<file path="src/rtl/decode_issue.sv">
// Single-entry decode/issue stage with a register scoreboard.
// Holds one instruction until its operands and destination are free.
module decode_issue #(
    parameter int STALL_W = 16
) (
    input  logic               clk,
    input  logic               rst_n,
    input  logic               in_valid,
    input  logic [15:0]        in_instr,
    output logic               in_ready,
    output logic               iss_valid,
    input  logic               iss_ready,
    output logic [3:0]         iss_opcode,
    output logic [3:0]         iss_rd,
    output logic [3:0]         RegSource1,
    output logic [3:0]         RegSource2,
    input  logic               wb_valid,
    input  logic [3:0]         wb_dest,
    input  logic [31:0]        wb_data,
    output logic [3:0]         Destination,
    output logic [31:0]        Din,
    output logic [STALL_W-1:0] stall_cnt
);

    typedef enum logic [1:0] {
        EMPTY,
        READY,
        STALL
    } state_t;

    localparam logic [3:0] NOP_OP = 4'hF;

    state_t      state;
    state_t      state_next;

    logic [3:0]  buf_op;
    logic [3:0]  buf_rd;
    logic [3:0]  buf_rs1;
    logic [3:0]  buf_rs2;
    logic [3:0]  op_next;
    logic [3:0]  rd_next;
    logic [3:0]  rs1_next;
    logic [3:0]  rs2_next;

    logic [15:0] busy;
    logic [15:0] busy_next;
    logic [15:0] busy_byp;
    logic [15:0] wb_mask;
    logic [15:0] set_mask;

    logic        buf_valid;
    logic        valid_next;
    logic        hazard;
    logic        hazard_next;
    logic        issue;
    logic        accept;
    logic        load;

    // A returning writeback frees its register in the same cycle it arrives.
    always_comb begin
        wb_mask  = wb_valid ? (16'd1 << wb_dest) : 16'd0;
        busy_byp = busy & ~wb_mask;
        hazard   = busy_byp[buf_rs1] | busy_byp[buf_rs2] | busy_byp[buf_rd];
    end

    always_comb begin
        Destination = wb_valid ? wb_dest : 4'd0;
        Din         = wb_data;
        iss_opcode  = buf_op;
        iss_rd      = buf_rd;
        RegSource1  = buf_rs1;
        RegSource2  = buf_rs2;
    end

    always_comb begin
        state_next  = state;
        in_ready    = 1'b0;
        buf_valid   = (state != EMPTY);
        iss_valid   = 1'b0;
        issue       = 1'b0;
        accept      = 1'b0;
        load        = 1'b0;
        set_mask    = 16'd0;
        busy_next   = busy;
        op_next     = buf_op;
        rd_next     = buf_rd;
        rs1_next    = buf_rs1;
        rs2_next    = buf_rs2;
        valid_next  = 1'b0;
        hazard_next = 1'b0;

        case (state)
            EMPTY:   in_ready = 1'b1;
            READY:   in_ready = iss_ready;
            default: in_ready = 1'b0;
        endcase

        iss_valid = buf_valid & ~hazard;
        issue     = iss_valid & iss_ready;
        accept    = in_valid & in_ready;
        load      = accept & (in_instr[15:12] != NOP_OP);

        // Set is applied after the clear so an issue to a register wins over its writeback.
        if (issue && (buf_rd != 4'd0)) begin
            set_mask = 16'd1 << buf_rd;
        end
        busy_next = ((busy & ~wb_mask) | set_mask) & 16'hFFFE;

        if (load) begin
            op_next  = in_instr[15:12];
            rd_next  = in_instr[11:8];
            rs1_next = in_instr[7:4];
            rs2_next = in_instr[3:0];
        end

        valid_next  = load | (buf_valid & ~issue);
        hazard_next = busy_next[rs1_next] | busy_next[rs2_next] | busy_next[rd_next];

        if (!valid_next) begin
            state_next = EMPTY;
        end else if (hazard_next) begin
            state_next = STALL;
        end else begin
            state_next = READY;
        end
    end

    always_ff @(posedge clk or negedge rst_n) begin
        if (!rst_n) begin
            state   <= EMPTY;
            buf_op  <= 4'd0;
            buf_rd  <= 4'd0;
            buf_rs1 <= 4'd0;
            buf_rs2 <= 4'd0;
            busy    <= 16'd0;
        end else begin
            state   <= state_next;
            buf_op  <= op_next;
            buf_rd  <= rd_next;
            buf_rs1 <= rs1_next;
            buf_rs2 <= rs2_next;
            busy    <= busy_next;
        end
    end

    always_ff @(posedge clk or negedge rst_n) begin
        if (!rst_n) begin
            stall_cnt <= '0;
        end else if ((state == STALL) && (stall_cnt != '1)) begin
            stall_cnt <= stall_cnt + STALL_W'(1);
        end
    end

endmodule

</file>
<file path="config.mk">
export PLATFORM = sky130hd
export DESIGN_NAME = decode_issue
export DESIGN_NICKNAME = d
export VERILOG_FILES = /design/src/rtl/decode_issue.sv
export SDC_FILE = /design/constraint.sdc
export NUM_CORES = 1
export LEC_CHECK = 0
export CAP_MARGIN = 20
export CORE_MARGIN = 2
export CORE_UTILIZATION = 34
export CTS_CLUSTER_DIAMETER = 200
export DETAILED_ROUTE_END_ITERATION = 10
export REMOVE_ABC_BUFFERS = 1
export SETUP_SLACK_MARGIN = 0.4
export SLEW_MARGIN = 20
export SYNTH_ARGS = -nofsm -noshare
export SYNTH_HDL_FRONTEND = slang
export SYNTH_SLANG_ARGS = --single-unit
</file>
<file path="constraint.sdc">
create_clock -name clk -period 3.85 [get_ports clk]
set_clock_uncertainty 0.1 [all_clocks]
set_input_delay 0.77 -clock clk [delete_from_list [all_inputs] [get_ports clk]]
set_output_delay 0.77 -clock clk [all_outputs]
set_load 0.02 [all_outputs]
</file>
==> results of run 1 <==
[cell type report]
| cell class | instances | area (sq um) |
|---|---|---|
| clock buffer | 6 | 82.58 |
| clock inverter | 2 | 16.27 |
| fill | 938 | 5161 |
| inverter | 28 | 105.1 |
| multi-input combinational | 279 | 2083 |
| sequential | 49 | 1226 |
| tap | 136 | 170.2 |
| timing repair buffer | 152 | 1340 |
[cell usage in the layout (no fill, tap or decap), drive strengths merged, types with 2 or more instances in the layout]
cell type / netlist / final
o22ai: 6 / 6
o211ai: 12 / 12
a311oi: 2 / 2
nor3b: 4 / 4
nand2: 28 / 28
a31oi: 11 / 11
mux4: 2 / 2
nand3: 16 / 16
nor4bb: 2 / 2
o2111ai: 4 / 4
a2111oi: 3 / 3
a31o: 2 / 2
a221oi: 5 / 5
buf: 35 / 97
o21a: 5 / 5
and4: 2 / 2
xnor2: 12 / 12
nand2b: 6 / 6
nor2b: 5 / 5
nor4: 3 / 3
nand3b: 2 / 2
and2: 8 / 8
o21ai: 25 / 25
nand4: 10 / 10
a21oi: 8 / 8
mux2: 9 / 9
xor2: 5 / 5
and3: 15 / 15
dfrtp: 49 / 49
nor3: 10 / 10
mux2i: 16 / 16
nor2: 24 / 24
clkdlybuf4s50: 0 / 55
inv: 28 / 29
clkbuf: 12 / 6
[sequential cells by signal (all words and copies together), names as in the netlist]
signal / flops
RegSource2: 4
state: 2
stall_cnt: 16
iss_rd: 4
RegSource1: 4
busy: 15
iss_opcode: 4
[worst max path at each step]
stage | from | cells past startpoint | slack, ps | endpoint
detailed placement | wb_dest[1] | 16 | -910 | state[0]
global route | wb_valid | 18 | 40 | state[0]
floorplan | wb_dest[1] | 7 | -100 | iss_valid
finish | wb_dest[1] | 17 | 100 | state[0]
global placement | wb_dest[1] | 16 | -840 | state[0]
CTS | wb_dest[3] | 16 | 160 | state[0]
[metal layers]
layer  global-route usage  vias to the layer above  wire length (um)
met5              0.02381                        -                 0
met4              0.07895                        0               484
met3              0.08101                       46              1325
met2               0.3622                      231              5875
met1               0.3069                     1778              5526
li1                     -                     1667                 -
[cells by family (layout without fill, tap and decap cells)]
| family | count (synthesis) | count (layout) | synth area share |
|---|---|---|---|
| adder cells (fa/ha/maj) | 1 | 1 | 0.003561 |
| multiplexers | 27 | 27 | 0.08725 |
| buffers and inverters | 75 | 188 | 0.1165 |
| AO/OA/AOI/OAI | 93 | 93 | 0.1866 |
| AND/OR/NAND/NOR | 141 | 141 | 0.2148 |
| XOR/XNOR | 17 | 17 | 0.04238 |
| flip-flops | 49 | 49 | 0.3490 |
[report_power, final]
| group | total, mW | switching (mW) | internal, mW |
|---|---|---|---|
| Clock | 0.341 | 0.192 | 0.148 |
| Combinational | 3.34 | 1.78 | 1.56 |
| Sequential | 0.913 | 0.203 | 0.710 |
| Total | 4.59 | 2.18 | 2.42 |
[repair_timing]
| action | CTS | global route |
|---|---|---|
| hold buffers | 0 | 0 |
| setup buffers | 15 | 0 |
| pin swaps | 17 | 3 |
| cloned | 1 | 0 |
| resized for setup | 69 | 17 |
| setup endpoints to repair | 7 | 3 |
[worst max-delay path, cell delays in order]
cell and delay [ps]:
buf_8 100, buf_6 110, nand2b_4 140, o21a_1 230, buf_6 130, mux2_4 250, a311o_1 310, a2111oi_4 340
buf_6 190, buf_8 140, a31oi_4 110, mux2i_2 210, nor3_1 80, nor4_1 330, a311oi_2 100, buf_4 160
and3_4 150
[metrics by stage]
| step | setup TNS [ps] | util | std cells |
|---|---|---|---|
| 2_1_floorplan | -117.6 | - | 356 |
| 3_3_place_gp | -2798 | 0.4468 | 628 |
| 6_report | 0 | 0.4932 | 652 |
| 4_1_cts | 0 | 0.4878 | 652 |
| 5_1_grt | 0 | 0.4932 | 652 |
| 3_5_place_dp | -3024 | 0.4468 | 628 |
==> flow_summary.yaml, run 1 <==
sta:
  relSlewSlack: 0.5059
  rsz0062_at_grt: "true"
  worst_pin_slew_ps: 741.1
  fmax_mhz: 266.5
  fin_ws_ps: 97.10
  period_needed_ps: 3753
  fin_crit_sh: 0.9748
  slew_violations: 0
  setup_viol: 0
  holdWs_ps: 406.8
  hold_viol: 0
cts:
  cts_htree_levels: 2
  cts_made_buffers: 5
  cts_tree: "yes"
  clock_path_buffers: 2
  insertion_delay_ps: 310
  cts.sinks: 49
  cts_root_buf: "clkbuf_8"
  path_clk_slew_ps: 100
final_layout:
  fin_nets: 573
  final_area_sq_um: 5024
  diodes: 0
  syn_to_final_growth_pct: 42.98
  layout-drive-gt1-share: 0.2984
synth:
  ys_top_cells_by_area: "dfrtp_1 35%, buf_4 6.8%, mux2i_1 4.6%"
  synth-main-ff-cell: "dfrtp_1"
  synth.ff_latch_count: 49
  synth_edf_count: 0
  synth_cell_types: 57
  yosysSeqAreaShare: 0.3490
  synth_top_area_cell: "dfrtp_1"
  synthesis.instances: 403
  netlist_top_cells_count: "49 x dfrtp_1, 32 x buf_4, 28 x inv_1, 28 x nand2_1, 24 x nor2_1"
  synth.most_common_cell: "dfrtp_1"
  syn_area_sq_um: 3513
  postSynthAreaPerCell_sq_um: 8.718
  netlist.area_leader.share: 0.3490
  synth_warnings: 0
  async_reset_ff_frac: 1.000
floorplanning:
  floorplan.rows: 37
  core_sq_um: 10180
  die_x_um: 105.7
  fp.dieH_um: 105.7
  ios: 127
  dieArea_sq_um: 11160
  start_util: 0.3450
placement:
  dp_hpwl_mm: 9.959
  gp_congestion: 1.045
  dpl_cell_area_sq_um: 4551
  io_buffers: 62
  dp_slack_ps: -907.5
critical_path:
  crit_arrival_ps: 3860
  r2r_slack_ps: 120
  cp-end-kind: "flop"
  cp.required_ps: 3960
  startpoint_type: "input port"
  timing.rr.end: "state[0]"
  worst-r2r-cell-count: 14
  timing.rr.start: "iss_rd[0]"
  path_max_fanout: 5
  crit_type: "input port to flop"
detailed_routing:
  drtIter0Drc: 407
  firstDrtPassIters: 6
  detail_route.vias_per_cell: 5.709
  wl_per_cell_um: 20.26
  ant_nets: 0
  vias: 3722
  drt_wl_total_mm: 13.21
  drc: 0
pwr:
  power.leakage_nw: 2.233
  powerDensity_nw_per_um2: 914.6
  vdd_drop_max_mv: 0.3544
  power_mw: 4.594
grt:
  gr-total-overflow: 0
  grt_max_degree: 32
  antenna_found_initial: 0
  grt_pass1_vias: 3704
  grt_use_total: 0.2354
  grt_pass1_wl_mm: 20.45
run_status:
  outcome: "finished, final reports clean"
flow_run:
  drv_cap: 0
min_path:
  hold_class: "input port to async pin"
(Power assumes the default switching activity.)
==> run 2: changes to the inputs <==
- SETUP_SLACK_MARGIN: 0.4 -> unset
==> flow_summary.yaml, run 2 (same netlist as run 1, synthesis figures left out) <==
critical_path:
  path_buf_inv: 4
  startpoint_type: "input port"
  crit_slowest_cell: "or4_4"
  max_stage_delay_ps: 500
  r2r_slack_ps: 370
  path_max_fanout: 8
  crit_arrival_ps: 3840
  crit_type: "input port to flop"
  cp.required_ps: 3950
  cpLargestDelayFamily: "simple AND/OR/NAND/NOR gates"
  worst-r2r-cell-count: 14
  cp-end-kind: "flop"
  timing.rr.end: "state[0]"
  worstPathCellList: "clkbuf_2 > or3b_4 > o21ai_4 > nor3b_1 > or4_4 > a2111oi_4 > buf_6 > buf_12 > buf_16 > nand3_4 > o211ai_1 > a31oi_1 > o22ai_1 > a311oi_2 > and3_1"
  timing.rr.start: "RegSource1[2]"
floorplanning:
  start_util: 0.3450
  die_x_um: 105.7
  core_sq_um: 10180
  fp.dieH_um: 105.7
  dieArea_sq_um: 11160
  ios: 127
  floorplan.rows: 37
final_layout:
  syn_to_final_growth_pct: 41.60
  utilization: 0.4885
  diodes: 0
  layout.cells.non_filler: 652
  reg_top3: "stall_cnt x16, busy x15"
  final_cell_mix: "85 x buf_4, 55 x clkdlybuf4s50_1, 49 x dfrtp_1, 27 x inv_1, 25 x nand2_1"
  layout-drive-gt1-share: 0.2946
  fin_nets: 573
  regMostFlops: "stall_cnt"
  final_area_sq_um: 4975
  largest_reg_flops: 16
  final_common_cell: "buf_4"
grt:
  grt_pass1_wl_mm: 19.97
  grt_use_total: 0.2290
  met2_usage: 0.3493
  grtUsageMet1: 0.3071
  antenna_found_initial: 0
  gr-total-overflow: 0
  grt_pass1_vias: 3597
  grt_max_degree: 32
  use_met3: 0.07607
  grt_most_used_layer: "met2"
pwr:
  switching_power_mw: 2.136
  power.leakage_nw: 2.222
  power.internal_mw: 2.405
  power_mw: 4.541
  powerDensity_nw_per_um2: 912.8
  switching_share: 0.4704
  vdd_drop_max_mv: 0.4021
  p_comb_frac: 0.725
  clkPwrFrac: 0.075
  seqPwrFrac: 0.201
cts:
  cts.sinks: 49
  clock_path_buffers: 2
  cts_htree_levels: 2
  cts_root_buf: "clkbuf_8"
  path_clk_slew_ps: 90
  cts_tree: "yes"
  insertion_delay_ps: 310
  postCtsHoldBufs: 0
  cts_made_buffers: 5
placement:
  dpl_cell_area_sq_um: 4551
  dp_slack_ps: -907.5
  io_buffers: 62
  placed_cells: 628
  gp_congestion: 1.045
  dp_hpwl_mm: 9.959
sta:
  setup_viol: 0
  worst_pin_slew_ps: 734.1
  fmax_mhz: 267.9
  slew_violations: 0
  hold_viol: 0
  relSlewSlack: 0.5106
  fin_ws_ps: 117.4
  fin_crit_sh: 0.9695
  fin_setup_tns_ps: 0
  rsz0062_at_grt: "false"
  holdWs_ps: 404.2
  period_needed_ps: 3733
run_status:
  outcome: "finished, final reports clean"
flow_run:
  drv_cap: 0
detailed_routing:
  drc: 0
  drt_wl_total_mm: 13.07
  ant_nets: 0
  vias: 3686
  detail_route.vias_per_cell: 5.653
  drtIter0Drc: 367
  firstDrtPassIters: 6
  wl_per_cell_um: 20.05
min_path:
  hp-start: "stall_cnt[15]"
  hold_class: "flop to flop"
  min_to: "stall_cnt[15]"
  min_path_cells: 1
[run 2: area by class of cell]
cell class	count	area, sq um
clock inverter	2	16.27
timing repair buffer	152	1315
multi-input combinational	279	2059
tap	136	170.2
sequential	49	1226
clock buffer	6	82.58
fill	954	5210
inverter	28	105.1
[run 2: repair_timing]
action	in CTS	in global routing
gates resized for setup	44	23
pin swaps	16	19
gates cloned	1	0
buffers inserted	11	5
setup endpoints to repair	3	3
[run 2: power by group through the flow]
| stage | logic, mW | clock network, mW | registers [mW] |
|---|---|---|---|
| CTS | 3.14 | 0.351 | 0.900 |
| detailed placement | 2.77 | 0 | 0.910 |
| finish | 3.29 | 0.338 | 0.911 |
| floorplan | 1.27 | 0 | 1.07 |
| global route | 3.50 | 0.364 | 0.931 |
| global placement | 2.73 | 0 | 0.904 |
[run 2: layer usage]
| layer | share of wire | up-vias |
|---|---|---|
| li1 | - | 1659 |
| met1 | 0.42 | 1761 |
| met2 | 0.44 | 227 |
| met3 | 0.11 | 39 |
| met4 | 0.029 | 0 |
| met5 | 0 | - |
[run 2: worst max-delay path by stage]
stage | startpoint | endpoint | slack [ps] | depth (start not counted)
2_1_floorplan | wb_dest[1] | iss_valid | -100 | 7
3_3_place_gp | wb_dest[1] | state[0] | -840 | 16
3_5_place_dp | wb_dest[1] | state[0] | -910 | 16
4_1_cts | wb_dest[3] | iss_valid | 0.2 | 11
5_1_grt | wb_dest[2] | state[0] | 40 | 15
6_report | wb_dest[2] | state[0] | 120 | 15
==> run 3: changes to the inputs <==
- CAP_MARGIN: 20 -> unset
- GPL_TIMING_DRIVEN: unset -> 0
==> flow_summary.yaml, run 3 (same netlist as run 1, synthesis figures left out) <==
detailed_routing:
  drc: 0
  wl_per_cell_um: 20.46
  drt_wl_total_mm: 11.68
  ant_nets: 0
  drtIter0Drc: 278
  detail_route.vias_per_cell: 5.809
  vias: 3317
  firstDrtPassIters: 5
critical_path:
  path_buf_inv: 4
  timing.rr.start: "RegSource1[0]"
  worstPathCellList: "buf_8 > or3b_4 > o21ai_4 > o22ai_2 > or4_4 > a2111oi_4 > buf_4 > nand2_4 > inv_2 > buf_6"
  cp.required_ps: 2980
  timing.rr.end: "state[0]"
  cpLargestDelayFamily: "simple AND/OR/NAND/NOR gates"
  crit_type: "input port to primary output"
  cp-end-kind: "primary output"
  max_stage_delay_ps: 530
  startpoint_type: "input port"
  crit_arrival_ps: 2950
  worst-r2r-cell-count: 12
  crit_slowest_cell: "or4_4"
  path_max_fanout: 5
  r2r_slack_ps: 180
final_layout:
  fillers: 991
  reg_top3: "stall_cnt x16, busy x15"
  fin_nets: 492
  syn_to_final_growth_pct: 25.14
  regMostFlops: "stall_cnt"
  utilization: 0.4317
  layout-drive-gt1-share: 0.1793
  largest_reg_flops: 16
  final_common_cell: "clkdlybuf4s50_1"
  diodes: 0
  final_cell_mix: "54 x clkdlybuf4s50_1, 49 x dfrtp_1, 27 x inv_1, 26 x nand2_1, 24 x nor2_1"
floorplanning:
  ios: 127
  start_util: 0.3450
  core_sq_um: 10180
  fp.dieH_um: 105.7
  floorplan.rows: 37
  die_x_um: 105.7
  dieArea_sq_um: 11160
cts:
  path_clk_slew_ps: 100
  cts_tree: "yes"
  cts.sinks: 49
  clock_path_buffers: 2
  insertion_delay_ps: 300
  cts_htree_levels: 2
  cts_made_buffers: 5
  cts_root_buf: "clkbuf_8"
sta:
  worst_pin_slew_ps: 614.2
  slew_violations: 0
  rsz0062_at_grt: "true"
  fin_crit_sh: 0.9914
  fmax_mhz: 262.0
  setup_viol: 0
  fin_ws_ps: 33.29
  relSlewSlack: 0.5906
  period_needed_ps: 3817
  hold_viol: 0
  fin_setup_tns_ps: 0
grt:
  gr-total-overflow: 0
  grt_max_degree: 50
  grt_use_total: 0.2067
  grt_pass1_wl_mm: 18.13
  grt_pass1_vias: 3273
  antenna_found_initial: 0
pwr:
  p_comb_frac: 0.634
  switching_power_mw: 1.909
  switching_share: 0.5025
  powerDensity_nw_per_um2: 864.1
  vdd_drop_max_mv: 0.3060
  seqPwrFrac: 0.279
  power_mw: 3.799
  power.internal_mw: 1.890
  clkPwrFrac: 0.088
  power.leakage_nw: 1.831
min_path:
  hold_class: "input port to async pin"
flow_run:
  drv_cap: 0
placement:
  dp_slack_ps: -1875
  gp_congestion: 0.9897
  io_buffers: 62
  dp_hpwl_mm: 8.620
run_status:
  outcome: "finished, final reports clean"
run 3: metal layers:
metal	share of wire	up-vias	wire length [um]	track usage
li1	-	1502	-	-
met1	0.43	1606	4993	0.2836
met2	0.44	184	5129	0.3005
met3	0.11	23	1261	0.07236
met4	0.019	2	223	0.05827
met5	0.0061	-	71	0.07619
run 3: power by group through the flow:
stage / sequential, mW / combinational, mW / clock [mW]
6_report: 1.06 / 2.41 / 0.332
5_1_grt: 1.09 / 2.60 / 0.367
4_1_cts: 1.05 / 2.24 / 0.340
3_3_place_gp: 1.03 / 2.07 / 0
2_1_floorplan: 1.07 / 1.27 / 0
3_5_place_dp: 1.03 / 2.08 / 0
run 3: worst max-delay path by stage:
stage                from         to  slack (ps)  cells past startpoint
3_5_place_dp     wb_valid  iss_valid       -1880                      9
6_report       wb_dest[2]  iss_valid          30                     10
4_1_cts        wb_dest[3]  iss_valid         -40                     10
3_3_place_gp     wb_valid  iss_valid       -1820                      9
5_1_grt        wb_dest[2]  iss_valid         -20                     10
2_1_floorplan  wb_dest[1]  iss_valid        -100                      7
run 3: area by class of cell:
type	count	area [sq um]	area share
multi-input combinational	279	2113	0.4806
clock inverter	2	16.27	0.003699
tap	136	170.2	0.03870
clock buffer	6	82.58	0.01878
inverter	28	105.1	0.02390
timing repair buffer	71	683.2	0.1554
sequential	49	1226	0.2789
run 3: stage by stage:
step | cell area, sq um | hold slack (ps) | std cells
2_1_floorplan | 3209 | 374.4 | 356
3_3_place_gp | 4000 | 388.8 | 554
3_5_place_dp | 3998 | 386.2 | 554
4_1_cts | 4297 | 400.5 | 569
5_1_grt | 4397 | 414.3 | 571
6_report | 4397 | 377.5 | 571
run 3: timing repair:
| item | 4_1_cts | 5_1_grt |
|---|---|---|
| gates resized for setup | 55 | 39 |
| hold buffers | 0 | 0 |
| setup endpoints to repair | 18 | 3 |
| pin swaps | 5 | 6 |
| setup buffers | 7 | 2 |
| cloned | 0 | 0 |
==> edit, RTL diff (config.mk and constraints of run 3) <==
Change the parameter `STALL_W` from 16 to 12.
--- a/src/rtl/decode_issue.sv
+++ b/src/rtl/decode_issue.sv
@@ -2,5 +2,5 @@
 // Holds one instruction until its operands and destination are free.
 module decode_issue #(
-    parameter int STALL_W = 16
+    parameter int STALL_W = 12
 ) (
     input  logic               clk,
Interface: changed (resized stall_cnt); port bits go from 127 to 123. No check against the original RTL was run, so the function may have changed too.
==> edit against run 3 <==
Via count is 10% higher. Setup slack better by 0.074 ns. Clock power is 15% higher. Wire length is 10% higher. Sequential cell count is 4 lower. Sequential share of layout area is 3.0 points lower. Final cell count is 5.3% higher. Design area is 2.9% higher. Largest cell class unchanged. Area after synthesis is 4.7% higher. Power is 8.2% higher.
==> edit: results <==
run_status:
  run_status: "finished clean"
place:
  detailedPlacementHpwl_um: 9400
  gp_routability_congestion: 0.948
  port_buffers: 58
  detailed_place.area_um2: 4120
  preCtsSetupSlack_ns: -1.39
setup_path:
  reg2reg_from: "iss_rd[0]"
  arrival_time_of_data_at_the_critical_path_endpoint_ns: 2.87
  worst_r2r_path_depth: 11
  worstPathMaxFanout: 7
  r2r_end: "state[1]"
  crit_path_top_delay_cell: "sky130_fd_sc_hd__or3b_4"
  cpPeakStageDelay_ns: 0.51
drt:
  wl_met2_um: 5450
  route.detailed.vias_per_inst: 6.09
  wirelength_met1_um: 5530
  via_count: 3662
  drt_iter0_drc: 354
  wl_met3_um: 1420
sta:
  achievable_frequency_ghz: 0.267
  fin_hold_ws_ns: 0.317
  worst_pin_slew_ns: 0.672
layout:
  layout_cell_share_with_drive_strength_beyond_1_pct: 15.9
  top_regs: "busy (15), stall_cnt (12)"
  nets: 522
die:
  floorplan.initialDensity_pct: 35.3
grt:
  via_count_of_the_first_global_routing_pass: 3624
  grt_max_degree: 27
  grt_first_pass_wirelength_um: 20200
  use_met3_pct: 7.59
synth:
  synth_sequential_area_ratio_pct: 30.6
  cell_variety_after_synth: 78
  synthesis.area_per_instance_um2: 8.47
pwr:
  vdd_drop_max_v: 0.000468
[edit: cell count changes in the layout (fill, tap and decap cells not counted), sizes merged, moves of 6 or more]
| cell | run 3 | this run |
|---|---|---|
| a31oi | 11 | 1 |
| and3 | 15 | 4 |
| buf | 14 | 21 |
| inv | 29 | 10 |
| nand2 | 28 | 51 |
| nor2 | 24 | 35 |
| o21ai | 25 | 33 |
| o31ai | 1 | 7 |
[edit: report_power, final]
part / leakage (nW) / internal [mW] / switching, mW
registers: 0.572 / 0.652 / 0.395
clock network: 0.0574 / 0.211 / 0.171
logic: 1.11 / 1.14 / 1.54
total: 1.74 / 2.00 / 2.11
[edit: layout make-up]
| class | count | area (µm²) |
|---|---|---|
| clock buffer | 6 | 82.6 |
| timing repair buffer | 77 | 734 |
| inverter | 13 | 51.3 |
| fill | 1042 | 5890 |
| sequential | 45 | 1130 |
| tap | 136 | 170 |
| multi-input combinational | 322 | 2320 |
| clock inverter | 2 | 37.5 |
[edit: what timing repair did]
| item | CTS | global route |
|---|---|---|
| endpoints found under the setup margin | 10 | 3 |
| resized for setup | 42 | 15 |
| pin swaps | 8 | 4 |
| buffers inserted | 13 | 3 |
[edit: logic make-up (layout without fill, tap and decap cells)]
| group | after synthesis | after routing | share of synthesized area [%] |
|---|---|---|---|
| AO/OA/AOI/OAI | 118 | 118 | 24.8 |
| buffers and inverters | 67 | 98 | 11.1 |
| AND/OR/NAND/NOR | 172 | 172 | 25.0 |
| XOR/XNOR | 14 | 14 | 3.33 |
| flip-flops | 45 | 45 | 30.6 |
| adder cells (fa/ha/maj) | 1 | 1 | 0.340 |
| multiplexers | 17 | 17 | 4.76 |
[edit: critical path, delay by kind of cell]
kind / cells / cell delay (ns)
buffers and inverters: 2 / 0.51
AOI/OAI and AO/OA: 2 / 0.36
and+or+nand+nor: 4 / 1.23
